### config.mk
export PLATFORM = sky130hd
export DESIGN_NAME = d5m_stream_ctrl
export DESIGN_NICKNAME = d
export VERILOG_FILES = /design/src/rtl/d5m_stream_ctrl.sv
export SDC_FILE = /design/constraint.sdc
export NUM_CORES = 1
export LEC_CHECK = 0
export CORE_MARGIN = 8
export CORE_UTILIZATION = 30
export DETAILED_ROUTE_END_ITERATION = 10
export SKIP_LAST_GASP = 1
export SYNTH_ARGS = -nofsm -noshare
export SYNTH_HDL_FRONTEND = slang
export SYNTH_SLANG_ARGS = --single-unit
### constraint.sdc
create_clock -name ACLK -period 5.1 [get_ports ACLK]
set_input_delay 1.02 -clock ACLK [delete_from_list [all_inputs] [get_ports ACLK]]
set_output_delay 1.02 -clock ACLK [all_outputs]
set_load 0.02 [all_outputs]
### src/rtl/d5m_stream_ctrl.sv
// d5m_stream_ctrl: D5M camera pixel bus to AXI4-Stream video master through a pixel FIFO.
// Define D5M_TESTPATTERN_EN to allow replacing camera pixels with a coordinate test pattern.
module d5m_stream_ctrl #(
  parameter int DATA_W     = 24,
  parameter int FIFO_DEPTH = 16,
  parameter int CORD_W     = 12
) (
  input  logic              ACLK,
  input  logic              ARESETN,
  input  logic              iEnable,
  input  logic              iImageTypeTest,
  input  logic              iClrOverflow,
  input  logic              ifvalid,
  input  logic              ilvalid,
  input  logic [DATA_W-1:0] iRgb,
  input  logic              rgb_m_axis_tready,
  output logic              rgb_m_axis_tvalid,
  output logic              rgb_m_axis_tuser,
  output logic              rgb_m_axis_tlast,
  output logic [DATA_W-1:0] rgb_m_axis_tdata,
  output logic [CORD_W-1:0] xCord,
  output logic [CORD_W-1:0] yCord,
  output logic              endOfFrame,
  output logic              oOverflow,
  output logic              oBusy
);
  localparam int AW = $clog2(FIFO_DEPTH);
  typedef enum logic [2:0] {IDLE, SYNC, WAIT_SOF, ACTIVE, ENDF} state_t;
  state_t state;
  logic hold_v, hold_u, first, line_start;
  logic [DATA_W-1:0] hold_d, pix;
  logic [CORD_W-1:0] px;
  logic sof, act, take, flush, push, pop, full, wr;
  logic [AW:0] wp, rp;
  logic [DATA_W+1:0] mem [FIFO_DEPTH];
  assign sof   = state == WAIT_SOF && iEnable && ifvalid;
  assign act   = state == ACTIVE;
  assign take  = (sof || act) && ifvalid && ilvalid;
  assign flush = act && hold_v && !(ifvalid && ilvalid);
  assign push  = hold_v && (take || flush);
  assign full  = (wp[AW] != rp[AW]) && (wp[AW-1:0] == rp[AW-1:0]);
  assign pop   = rgb_m_axis_tvalid && rgb_m_axis_tready;
  assign wr    = push && (!full || pop);
  assign px    = (line_start || sof) ? '0 : (&xCord ? xCord : xCord + 1'b1);
  assign rgb_m_axis_tvalid = wp != rp;
  assign {rgb_m_axis_tuser, rgb_m_axis_tlast, rgb_m_axis_tdata} =
    rgb_m_axis_tvalid ? mem[rp[AW-1:0]] : '0;
`ifdef D5M_TESTPATTERN_EN
  logic tp_sel, tp_now;
  logic [CORD_W-1:0] py;
  assign py     = sof ? '0 : yCord;
  assign tp_now = sof ? iImageTypeTest : tp_sel;
  assign pix    = tp_now ? DATA_W'({px[7:0], py[7:0], px[7:0] ^ py[7:0]}) : iRgb;
  always_ff @(posedge ACLK or negedge ARESETN)
    if (!ARESETN) tp_sel <= 1'b0;
    else tp_sel <= tp_now;
`else
  logic unused_tp;
  assign unused_tp = iImageTypeTest;
  assign pix       = iRgb;
`endif
  always_ff @(posedge ACLK or negedge ARESETN)
    if (!ARESETN) begin
      state      <= IDLE;
      oBusy      <= 1'b0;
      endOfFrame <= 1'b0;
    end else begin
      endOfFrame <= 1'b0;
      case (state)
        IDLE:     if (iEnable) begin state <= SYNC; oBusy <= 1'b1; end
        SYNC:     if (!ifvalid) state <= WAIT_SOF;
        WAIT_SOF: if (!iEnable) begin state <= IDLE; oBusy <= 1'b0; end
                  else if (ifvalid) state <= ACTIVE;
        ACTIVE:   if (!ifvalid) begin state <= ENDF; endOfFrame <= 1'b1; end
        default:  begin state <= iEnable ? WAIT_SOF : IDLE; oBusy <= iEnable; end
      endcase
    end
  // one-pixel hold delays each push so the last pixel of a line can carry tlast
  always_ff @(posedge ACLK or negedge ARESETN)
    if (!ARESETN) begin
      hold_v     <= 1'b0;
      hold_u     <= 1'b0;
      hold_d     <= '0;
      first      <= 1'b0;
      line_start <= 1'b0;
      xCord      <= '0;
      yCord      <= '0;
      wp         <= '0;
      rp         <= '0;
      oOverflow  <= 1'b0;
    end else begin
      hold_v <= take || (hold_v && !flush);
      if (take) begin
        hold_d <= pix;
        hold_u <= first || sof;
        xCord  <= px;
      end
      first      <= !take && (sof || first);
      line_start <= !take && (sof || flush || line_start);
      yCord      <= sof ? '0 : (flush ? yCord + 1'b1 : yCord);
      wp         <= wr ? wp + 1'b1 : wp;
      rp         <= pop ? rp + 1'b1 : rp;
      oOverflow  <= (push && !wr) || (!iClrOverflow && oOverflow);
    end
  always_ff @(posedge ACLK)
    if (wr) mem[wp[AW-1:0]] <= {hold_u, flush, hold_d};
endmodule

==> Word level (Yosys, flattened, before mapping) <==
Memories as Yosys holds them, arrays and structs flattened.
Index checks and enable logic that the tools add are counted.
{ "totals": {"ff_bits": 68, "latchBits": 0, "ram_bits": 416, "romBits": 0, "in_bits": 32, "out_inout_bits": 54, "elab_cells": 88, "n_memories": 1} }
{ "classes": {"add_sub_neg": 4, "mul": 0, "div": 0, "magnitude_cmp": 0, "eq_ne": 12, "n_shift": 0, "mux": 19, "bitwise_logic": 1, "reduce_logical": 38} }
{ "mem_list": {"columns": ["name", "depth", "width", "read_ports", "rd_clocked_by_memory_dff", "write_ports", "line", "source"], "rows": [
  ["mem", 16, 26, 1, 0, 1, "35", "logic [DATA_W+1:0] mem [FIFO_DEPTH];"]
]} }
{ "ops": {"columns": ["operator", "count"], "rows": [
  ["2-to-1 mux 12 bit", 4],
  ["2-to-1 mux 26 bit", 1],
  ["adder 12 x 1 -> 12 bit, second input constant", 2],
  ["logical AND 1 bit", 16],
  ["2-to-1 mux 3 bit", 5],
  ["case mux 3 bit (4 select lines)", 1],
  ["AND reduction 12 bit", 1],
  ["adder 5 x 1 -> 5 bit, second input constant", 2],
  ["inequality test 2 bit, second input constant", 5],
  ["logical OR 1 bit", 9],
  ["equality test 3 x 2 -> 1 bit, second input constant", 2],
  ["zero test 1 bit", 6],
  ["2-to-1 mux 1 bit", 6],
  ["inequality test 5 bit", 1],
  ["equality test 4 bit", 1],
  ["AND reduction 4 bit", 1],
  ["equality test 3 x 1 -> 1 bit, second input constant", 1],
  ["zero test 3 bit", 1],
  ["inequality test 3 bit, second input constant", 1],
  ["case mux 1 bit (3 select lines)", 1],
  ["AND reduction 3 bit", 1],
  ["2-to-1 mux 2 bit", 1],
  ["AND reduction 2 bit", 1],
  ["nonzero test 2 bit", 1],
  ["3 further kinds", 3]
]} }

==> Depth between registers and ports, before layout <==
Gate-level depths: netlist of the first run.
{ "logic_depth": {"word_depth": 12, "ltp_mapped": 8, "depth_no_buf": 6} }

==> Least setup slack after synthesis of the first run <==
No wires, ideal clock.
{ "synth_path": {"kind": "input port to flip-flop", "from": "input port ifvalid", "to": "memory mem[3][0] in the netlist's numbering (enable)", "setup_ps": 442, "t_arrival_ps": 3975, "t_required_ps": 4658, "slack_ps": 684, "stages": 8, "n_path_buf": 2, "path_cell_list": "buf_2 > a21bo_2 > or2_4 > inv_2 > o32a_2 > buf_6 > nand2_1 > nor3_1"} }
{ "synth_between": {"elab_cells_between_ends": 12, "classes_between": "mux (2); reduce/logical (10)"} }
{ "synth_rtl": {"columns": ["item", "line", "source"], "rows": [
  ["start: declaration", "13", "input logic ifvalid,"],
  ["logical AND 1 bit", "39", "assign flush = act && hold_v && !(ifvalid && ilvalid);"],
  ["zero test 1 bit", "39", null],
  ["logical AND 1 bit", "39", null],
  ["net flush", "33", "logic sof, act, take, flush, push, pop, full, wr;"],
  ["logical OR 1 bit", "40", "assign push = hold_v && (take || flush);"],
  ["logical AND 1 bit", "40", null],
  ["logical AND 1 bit", "43", "assign wr = push && (!full || pop);"],
  ["2-to-1 mux 1 bit", "106", "if (wr) mem[wp[AW-1:0]] <= {hold_u, flush, hold_d};"],
  ["2-to-1 mux 1 bit (implied by the code)", "106", null],
  ["end: declaration", "35", null]
]} }
The timed path passes the listed nets, and every way through them passes these cells.

==> Final worst setup path of the first run <==
{ "layout_path": {"from": "register rp[0]", "to": "output port rgb_m_axis_tuser"} }
{ "layout_between": {"elab_chain_cells": 2, "elab_cells_between_ends": 3, "classes_between": "eq/ne (1); mux (1); memory (1)"} }
{ "layout_lines": {"columns": ["item", "line", "source"], "rows": [
  ["start: declaration", "34", "logic [AW:0] wp, rp;"],
  ["start signal: assignment", "102", "rp <= pop ? rp + 1'b1 : rp;"],
  ["memory read (16 x 26 bit) or inequality test 5 bit (tied branches)", null, null],
  ["2-to-1 mux 26 bit (*)", "47", "rgb_m_axis_tvalid ? mem[rp[AW-1:0]] : '0;"],
  ["end: declaration", "18", "output logic rgb_m_axis_tuser,"]
]} }
Mark *: on every way between the ends. The rest lies on a longest branch, timed or not.

==> metrics.txt, run 1 <==
Final Max Slew Viols 0; Final ANT Viol Nets 0; NetSw 4.04 mW; CTS resizes 0; drt wl/cell 21.8 µm; Final min period 4.37 ns; GRT overflow 0; post-synthesis register bit count 484; Layout area overhead 19.6%; final worst path period share 0.856; leakage 7.51 nW; Cells after Synth 990; part of the power in combinational logic 0.278; Slew HR 0.358; RePlAce Congestion 0.755; Max H-tree Level 2; HPWL Detailed 25100 µm; Initial DRT Pass Iterations 5; Max clock buf depth 3; design area 22500 µm²; # setup viols final 0; CTS tree yes; worst slew pin tran around 0.96 ns; GR peak layer met2; synthesized area per cell ~19 µm²; vias in the first global route 10200; Post-CTS Setup Bufs 0; Ports 86; M2 GR Usage 0.188; ys flop type edfxtp_1; WL final between 40000 and 50000 µm; status finished, final reports clean; DR iter-0 viols 713; PwrDens around 570 nW/µm²; post-layout util 0.360; WP data required 4.08 ns; final hold vios 0; row count 92; DRC errors left 0; YS warnings 0; Sw Ratio 0.313; Max-Cap Viols 0; met3 GRT Util 0.0239; met1 GRT Util 0.175; Async S/R FF share, synth 0.140; Synth cell types 48; Port-buffer cells 84; Critical Path Sink Type output port; number of flops mapped to enable cells by yosys 416; unrepaired setup endpoints after global routing false; Total GRT Usage 0.122; CTS Hold Buffers Added 0; maximum clock frequency about 230 MHz; CP arrival 3.35 ns; Starting Density 0.301; skew final 0.0215 ns; Startpoint Class flop; die area 71000 µm²; ANT cells 0; largest net degree at the start of global routing 71; hold slack final 0.435 ns; Filler Cell Count 5789; critical path type reg2out; clock latency on the worst-skew pair 0.59 ns; Placeable Area 62500 µm²; Seq pwr share 0.439; sequential cell area fraction in the yosys report 0.754; first-pass GRT wire length 65700 µm; clock sink total 484; Clock transition at path regs 0.06 ns; die width 266 µm; Int Pwr 8.84 mW; Syn Std Cell Area 18800 µm²; Die Y about 270 µm; total placed cells including tap cells 1902; Nets 1146; Area after DPL 20900 µm²; Finished Layout Cells around 2000; peak supply drop between 0.0003 and 0.0004 V; initial antenna violation count 0; Fin Setup TNS 0 ns; hold crit path type in2async; drt via density 4.85; root buffer cell clkbuf_16; share of layout cells above drive strength 1 0.214; DR vias 9676; Clk pwr share 0.284; TritonCTS buffer count 49; syn nets 1029; Crit Path Max Fanout 39
## logic make-up after synthesis
| group | count (synthesis) | synth area share |
|---|---|---|
| DFF | 484 | 0.754 |
| adders and majority gates | 7 | 0.00465 |
| and+or+nand+nor | 193 | 0.0489 |
| muxes | 106 | 0.126 |
| buffers and inverters | 60 | 0.0143 |
| xor gates and xnor gates | 29 | 0.0135 |
| AOI/OAI and AO/OA | 111 | 0.0390 |
## flip-flops by register name (all words and copies together), names as in the netlist, 3 cells and up
| signal | flops |
|---|---|
| rp | 5 |
| xCord | 12 |
| mem | 416 |
| hold_d | 24 |
| wp | 5 |
| yCord | 12 |
| state | 3 |
## Yosys cell counts, types with 9 or more instances
cell,n,area (µm²)
edfxtp_1,416,12500
mux4_2,104,2340
nand2_1,89,334
dfrtp_1,68,1700
a22oi_1,52,390
a21oi_1,38,190
nor2_1,35,131
clkbuf_1,25,93.8
and3_1,20,125
xnor2_1,19,166
buf_2,17,85.1
xor2_1,10,87.6
nand3_1,9,45.0
nor3_1,9,45.0
## final timing paths
path                           from                to  slack, ns  cells after the start
max                           rp[0]  rgb_m_axis_tuser       0.73                      5
min                         ARESETN         yCord[10]       0.44                      1
max reg2reg                state[2]         mem[1][9]       2.19                      6
min reg2reg                   oBusy             oBusy       0.50                      2
max in group asynchronous   ARESETN         hold_d[9]       3.73                      2
min in group ACLK             oBusy             oBusy       0.50                      2
## worst max-delay path, stage by stage (launching register included)
cell and delay, ns:
dfrtp_4 0.76, buf_12 0.37, mux4_2 0.56, a22oi_1 0.22, a21oi_1 0.18, clkdlybuf4s50_1 0.60
## layout make-up
type	instances	area (µm²)	area share
sequential	484	14200	0.631
multi-input combinational	446	4400	0.196
clock buffer	70	1380	0.0611
timing repair buffer	118	1190	0.0530
tap	846	1060	0.0470
clock inverter	21	254	0.0113
inverter	8	30.0	0.00133
## through the flow
stage | power, mW | setup slack, ns
floorplan | 7.79 | 0.684
global placement | 9.33 | 1.12
detailed placement | 9.40 | 1.05
CTS | 13.1 | 0.636
global route | 13.5 | 0.522
finish | 12.9 | 0.734
## power by group through the flow
stage | registers, mW | clock network (mW) | logic, mW
after global placement | 5.69 | 0 | 3.64
after detailed placement | 5.74 | 0 | 3.66
after floorplan | 5.47 | 0 | 2.32
after CTS | 5.66 | 3.74 | 3.67
final | 5.65 | 3.65 | 3.58
after global routing | 5.75 | 3.88 | 3.86
## per-layer routing
layer,wire (µm),vias up
met5,0,-
met4,827,0
met3,2800,61
met2,19900,327
met1,20000,5076
li1,-,4212
## cell usage in the layout, fill, tap and decap left out, types with 3 or more instances in the layout
master and n:
a21oi_1 38, a22oi_1 52, and3_1 6, and3_2 14
buf_12 8, buf_4 27, bufinv_16 5, clkbuf_1 14
clkbuf_16 49, clkbuf_8 7, clkdlybuf4s50_1 83, clkinv_1 5
clkinv_2 6, dfrtp_1 66, edfxtp_1 416, ha_1 7
inv_1 7, inv_6 3, mux4_2 104, nand2_1 89
nand3_1 9, nand4_1 8, nor2_1 32, nor3_1 8
o21ai_0 8, xnor2_1 19, xor2_1 10
No activity file was read; power rests on OpenSTA's default activity.
==> inputs of run 2 (changes only) <==
- ABC_CLOCK_PERIOD_IN_PS: default -> 5100
- CORE_UTILIZATION: 30 -> 40
==> metrics.txt, run 2 (synthesis results as in run 1) <==
CP cell instances xnor2_1, nand4_1, nor2_4, buf_4, a21oi_1, clkdlybuf4s50_1; Top delay family on crit path buffers and inverters; critical path's largest stage delay 0.80 ns; leakage 7.40 nW; WL final 42600 µm; GRT overflow 0; Area after DPL 20500 µm²; drt via density 5.49; first-pass GRT wire length 63700 µm; Reg2Reg Capture Point mem[6][13]; Starting Density 0.405; FF-to-FF setup slack 2.13 ns; Slew HR 0.354; pre-CTS setup slack ~1 ns; Fin Setup TNS 0 ns; HPWL Detailed 23500 µm; CP arrival 3.39 ns; drt wl/cell about 24 µm; Crit Path Max Fanout 27; root buffer cell clkbuf_16; TritonCTS buffer count 49; final hold vios 0; Max clock buf depth 3; DR iter-0 viols 870; max reg flops 416; Clock transition at path regs 0.07 ns; Filler Cell Count between 3000 and 4000; share of layout cells above drive strength 1 0.205; Total GRT Usage 0.157; peak supply drop 0.000405 V; largest net degree at the start of global routing roughly 110; Max-Cap Viols 0; most frequent cells in the layout 416 x edfxtp_1, 104 x mux4_2, 89 x nand2_1, 83 x clkdlybuf4s50_1, 66 x dfrtp_1; post-route setup slack 0.687 ns; Die Y 233 µm; design area 22100 µm²; clock sink total 484; Worst Path Buf+Inv 2; row count 79; Final min period approximately 4.4 ns; Initial DRT Pass Iterations 5; # setup viols final 0; Startpoint Class flop; die width 233 µm; post-layout util 0.475; Max H-tree Level 2; PnR Total Power 12.7 mW; Worst R2R Start state[2]; Post-CTS Setup Bufs 0; die area 54300 µm²; slowest CP cell dfrtp_4; final worst path period share 0.865; Layout area overhead 17.3%; commonest non-fill, non-tap cell in the layout edfxtp_1; CTS tree yes; Nets about 1100; status finished, final reports clean; Ports 86; PwrDens 574 nW/µm²; worst slew pin tran ~0.97 ns; Final ANT Viol Nets 0; initial antenna violation count 0; Register-to-Register Path Depth 6; hold crit path type in2async; RePlAce Congestion 0.765; ANT cells 0; maximum clock frequency 227 MHz; clock latency on the worst-skew pair 0.57 ns; CTS resizes 0; skew final 0.0120 ns; WP data required around 4.1 ns; Port-buffer cells 84; Placeable Area 46500 µm²; critical path type reg2out; Final Max Slew Viols 0; unrepaired setup endpoints after global routing false; vias in the first global route 10100; CTS Hold Buffers Added 0; DR vias 9558; DRC errors left 0; Critical Path Sink Type output port
[run 2: cell types whose count changed in the layout (fill, tap and decap cells not counted), moves of 3 or more]
cell        previous run  this run
clkbuf_8               7         0
clkinvlp_4             0         7
clkinv_1               5        13
buf_4                 27        18
inv_6                  3         0
clkbuf_1              14         7
[run 2: report_power, final]
part	leakage [nW]	switching, mW	internal (mW)
Sequential	4.66	0.637	5.03
Combinational	2.00	1.83	1.65
Clock	0.742	1.46	2.06
[run 2: area by class of cell]
class,count,area [µm²],area share
clock inverter,32,312,0.0141
clock buffer,56,1250,0.0567
sequential,484,14200,0.643
tap,607,759,0.0344
multi-input combinational,446,4410,0.200
timing repair buffer,108,1110,0.0501
inverter,8,30.0,0.00136
[run 2: how the worst max path moves through the flow]
stage	start	to	cells past startpoint
detailed placement	ifvalid	mem[7][11]	7
CTS	rp[0]	rgb_m_axis_tdata[0]	6
global route	rp[0]	rgb_m_axis_tdata[0]	6
global placement	ifvalid	mem[7][6]	7
floorplan	ifvalid	mem[3][0]	8
finish	rp[0]	rgb_m_axis_tdata[0]	6
[run 2: per-stage QoR]
step,std cells,hold WS (ns)
finish,1741,0.394
global route,1741,0.413
CTS,1741,0.390
detailed placement,1653,0.468
global placement,1653,0.466
floorplan,990,0.449
[run 2: per-layer routing]
metal,track usage,routed length (µm),vias up,share of wire
met4,0.0352,692,0,0.016
li1,-,-,4185,-
met2,0.253,20100,247,0.47
met1,0.218,19200,5069,0.45
met3,0.0354,2560,57,0.060
met5,0,0,-,0
==> inputs of run 3 (changes only) <==
- CORE_MARGIN: 8 -> 2
- SLEW_MARGIN: default -> 15
==> metrics.txt, run 3 (synthesis results as in run 1) <==
hold crit path type reg2reg; first-pass GRT wire length between 60000 and 70000 µm; Die Y 221 µm; die area about 49000 µm²; Starting Density 0.405; post-layout util 0.480; Top delay family on crit path buffers and inverters; PwrDens 577 nW/µm²; RePlAce Congestion approximately 0.76; Max clock buf depth 3; Total GRT Usage 0.173; drt wl/cell roughly 24 µm; HPWL Detailed 23500 µm; critical path type reg2out; Seq pwr share 0.438; Placeable Area 46500 µm²; Port-buffer cells 84; DRC errors left 0; PnR Total Power between 10 and 15 mW; Startpoint Class flop; WL final 41800 µm; clock latency on the worst-skew pair 0.58 ns; CP arrival 3.25 ns; Clk pwr share 0.290; final worst path period share 0.838; Max H-tree Level 2; Ports 86; Final min period 4.27 ns; Fin Setup TNS 0 ns; CP cell instances buf_4, mux4_2, a22oi_1, a21oi_1, clkdlybuf4s50_1; NetSw 3.94 mW; Sw Ratio 0.306; Final ANT Viol Nets 0; Initial DRT Pass Iterations 5; slowest CP cell dfrtp_4; share of layout cells above drive strength 1 0.224; status finished, final reports clean; most frequent cells in the layout 416 x edfxtp_1, 104 x mux4_2, 89 x nand2_1, 83 x clkdlybuf4s50_1, 66 x dfrtp_1; die width around 220 µm; vias in the first global route 10000; largest net degree at the start of global routing 108; clock sink total approximately 480; worst slew pin tran just under 0.9 ns; # setup viols final 0; GRT overflow 0; DR iter-0 viols 845; final hold vios 0; CTS Hold Buffers Added 0; Slew HR 0.417; Final Max Slew Viols 0; TritonCTS buffer count 50; hold slack final 0.483 ns; WP data required slightly above 4 ns; Nets 1151; ANT cells 0; root buffer cell clkbuf_16; max reg flops about 420; critical path's largest stage delay 0.64 ns; row count 79; unrepaired setup endpoints after global routing false; Critical Path Sink Type output port; maximum clock frequency 234 MHz; initial antenna violation count 0; part of the power in combinational logic 0.273; commonest non-fill, non-tap cell in the layout edfxtp_1; Crit Path Max Fanout 22; Worst Path Buf+Inv 2; Post-CTS Setup Bufs 0; leakage 7.59 nW; CTS tree yes; Int Pwr 8.94 mW; Max-Cap Viols 0; skew final 0.00990 ns; drt via density around 5.4; DR vias 9533; CTS resizes 0; Clock transition at path regs ~0.060 ns; Layout area overhead 18.6%; peak supply drop 0.000377 V
-- run 3: changes by cell type in the layout (fill, tap and decap cells not counted), sizes merged --
cell	before	now
clkinvlp	7	0
inv	8	10
buf	25	39
bufinv	6	7
clkinv	19	22
clkbuf	56	61
-- run 3: power groups by stage --
stage          Combinational, mW  Clock (mW)  Sequential [mW]
2_1_floorplan               2.32           0             5.47
6_report                    3.51        3.73             5.63
5_1_grt                     3.78        3.96             5.73
3_5_place_dp                3.57           0             5.72
4_1_cts                     3.58        3.81             5.64
3_3_place_gp                3.54           0             5.69
-- run 3: worst paths after layout --
path	start	end	slack (ns)	depth (start not counted)
min in group asynchronous	ARESETN	yCord[11]	0.49	1
min reg2reg	oBusy	oBusy	0.48	2
max reg2reg	state[2]	mem[8][24]	2.22	6
max	rp[0]	rgb_m_axis_tdata[6]	0.83	5
min	oBusy	oBusy	0.48	2
max in group asynchronous	ARESETN	hold_d[17]	3.75	2
-- run 3: final cells by class --
class / count / area, µm²
multi-input combinational: 446 / 4420
timing repair buffer: 122 / 1220
clock buffer: 61 / 1350
fill: 3893 / 24100
inverter: 8 / 30.0
sequential: 484 / 14200
tap: 607 / 759
clock inverter: 31 / 334
-- run 3: layer usage --
| metal | GRT usage | routed length (µm) |
|---|---|---|
| met1 | 0.250 | 19100 |
| met2 | 0.271 | 19700 |
| met3 | 0.0382 | 2430 |
| met4 | 0.0379 | 621 |
| met5 | 0 | 0 |
-- run 3: worst reg2reg max path, cell delays in order, from the launching register on --
cell and delay (ns):
dfrtp_1 0.44, nand3b_4 0.22, or2_4 0.30, inv_2 0.27, o32a_2 0.43, and3_2 0.63, buf_4 0.30
-- run 3: stage by stage --
| stage | cells | area [µm²] | setup slack (ns) |
|---|---|---|---|
| floorplan | 990 | 18800 | 0.684 |
| global placement | 1667 | 20600 | 1.12 |
| detailed placement | 1667 | 20600 | 1.06 |
| CTS | 1759 | 22300 | 0.705 |
| global route | 1759 | 22300 | 0.634 |
| finish | 1759 | 22300 | 0.827 |
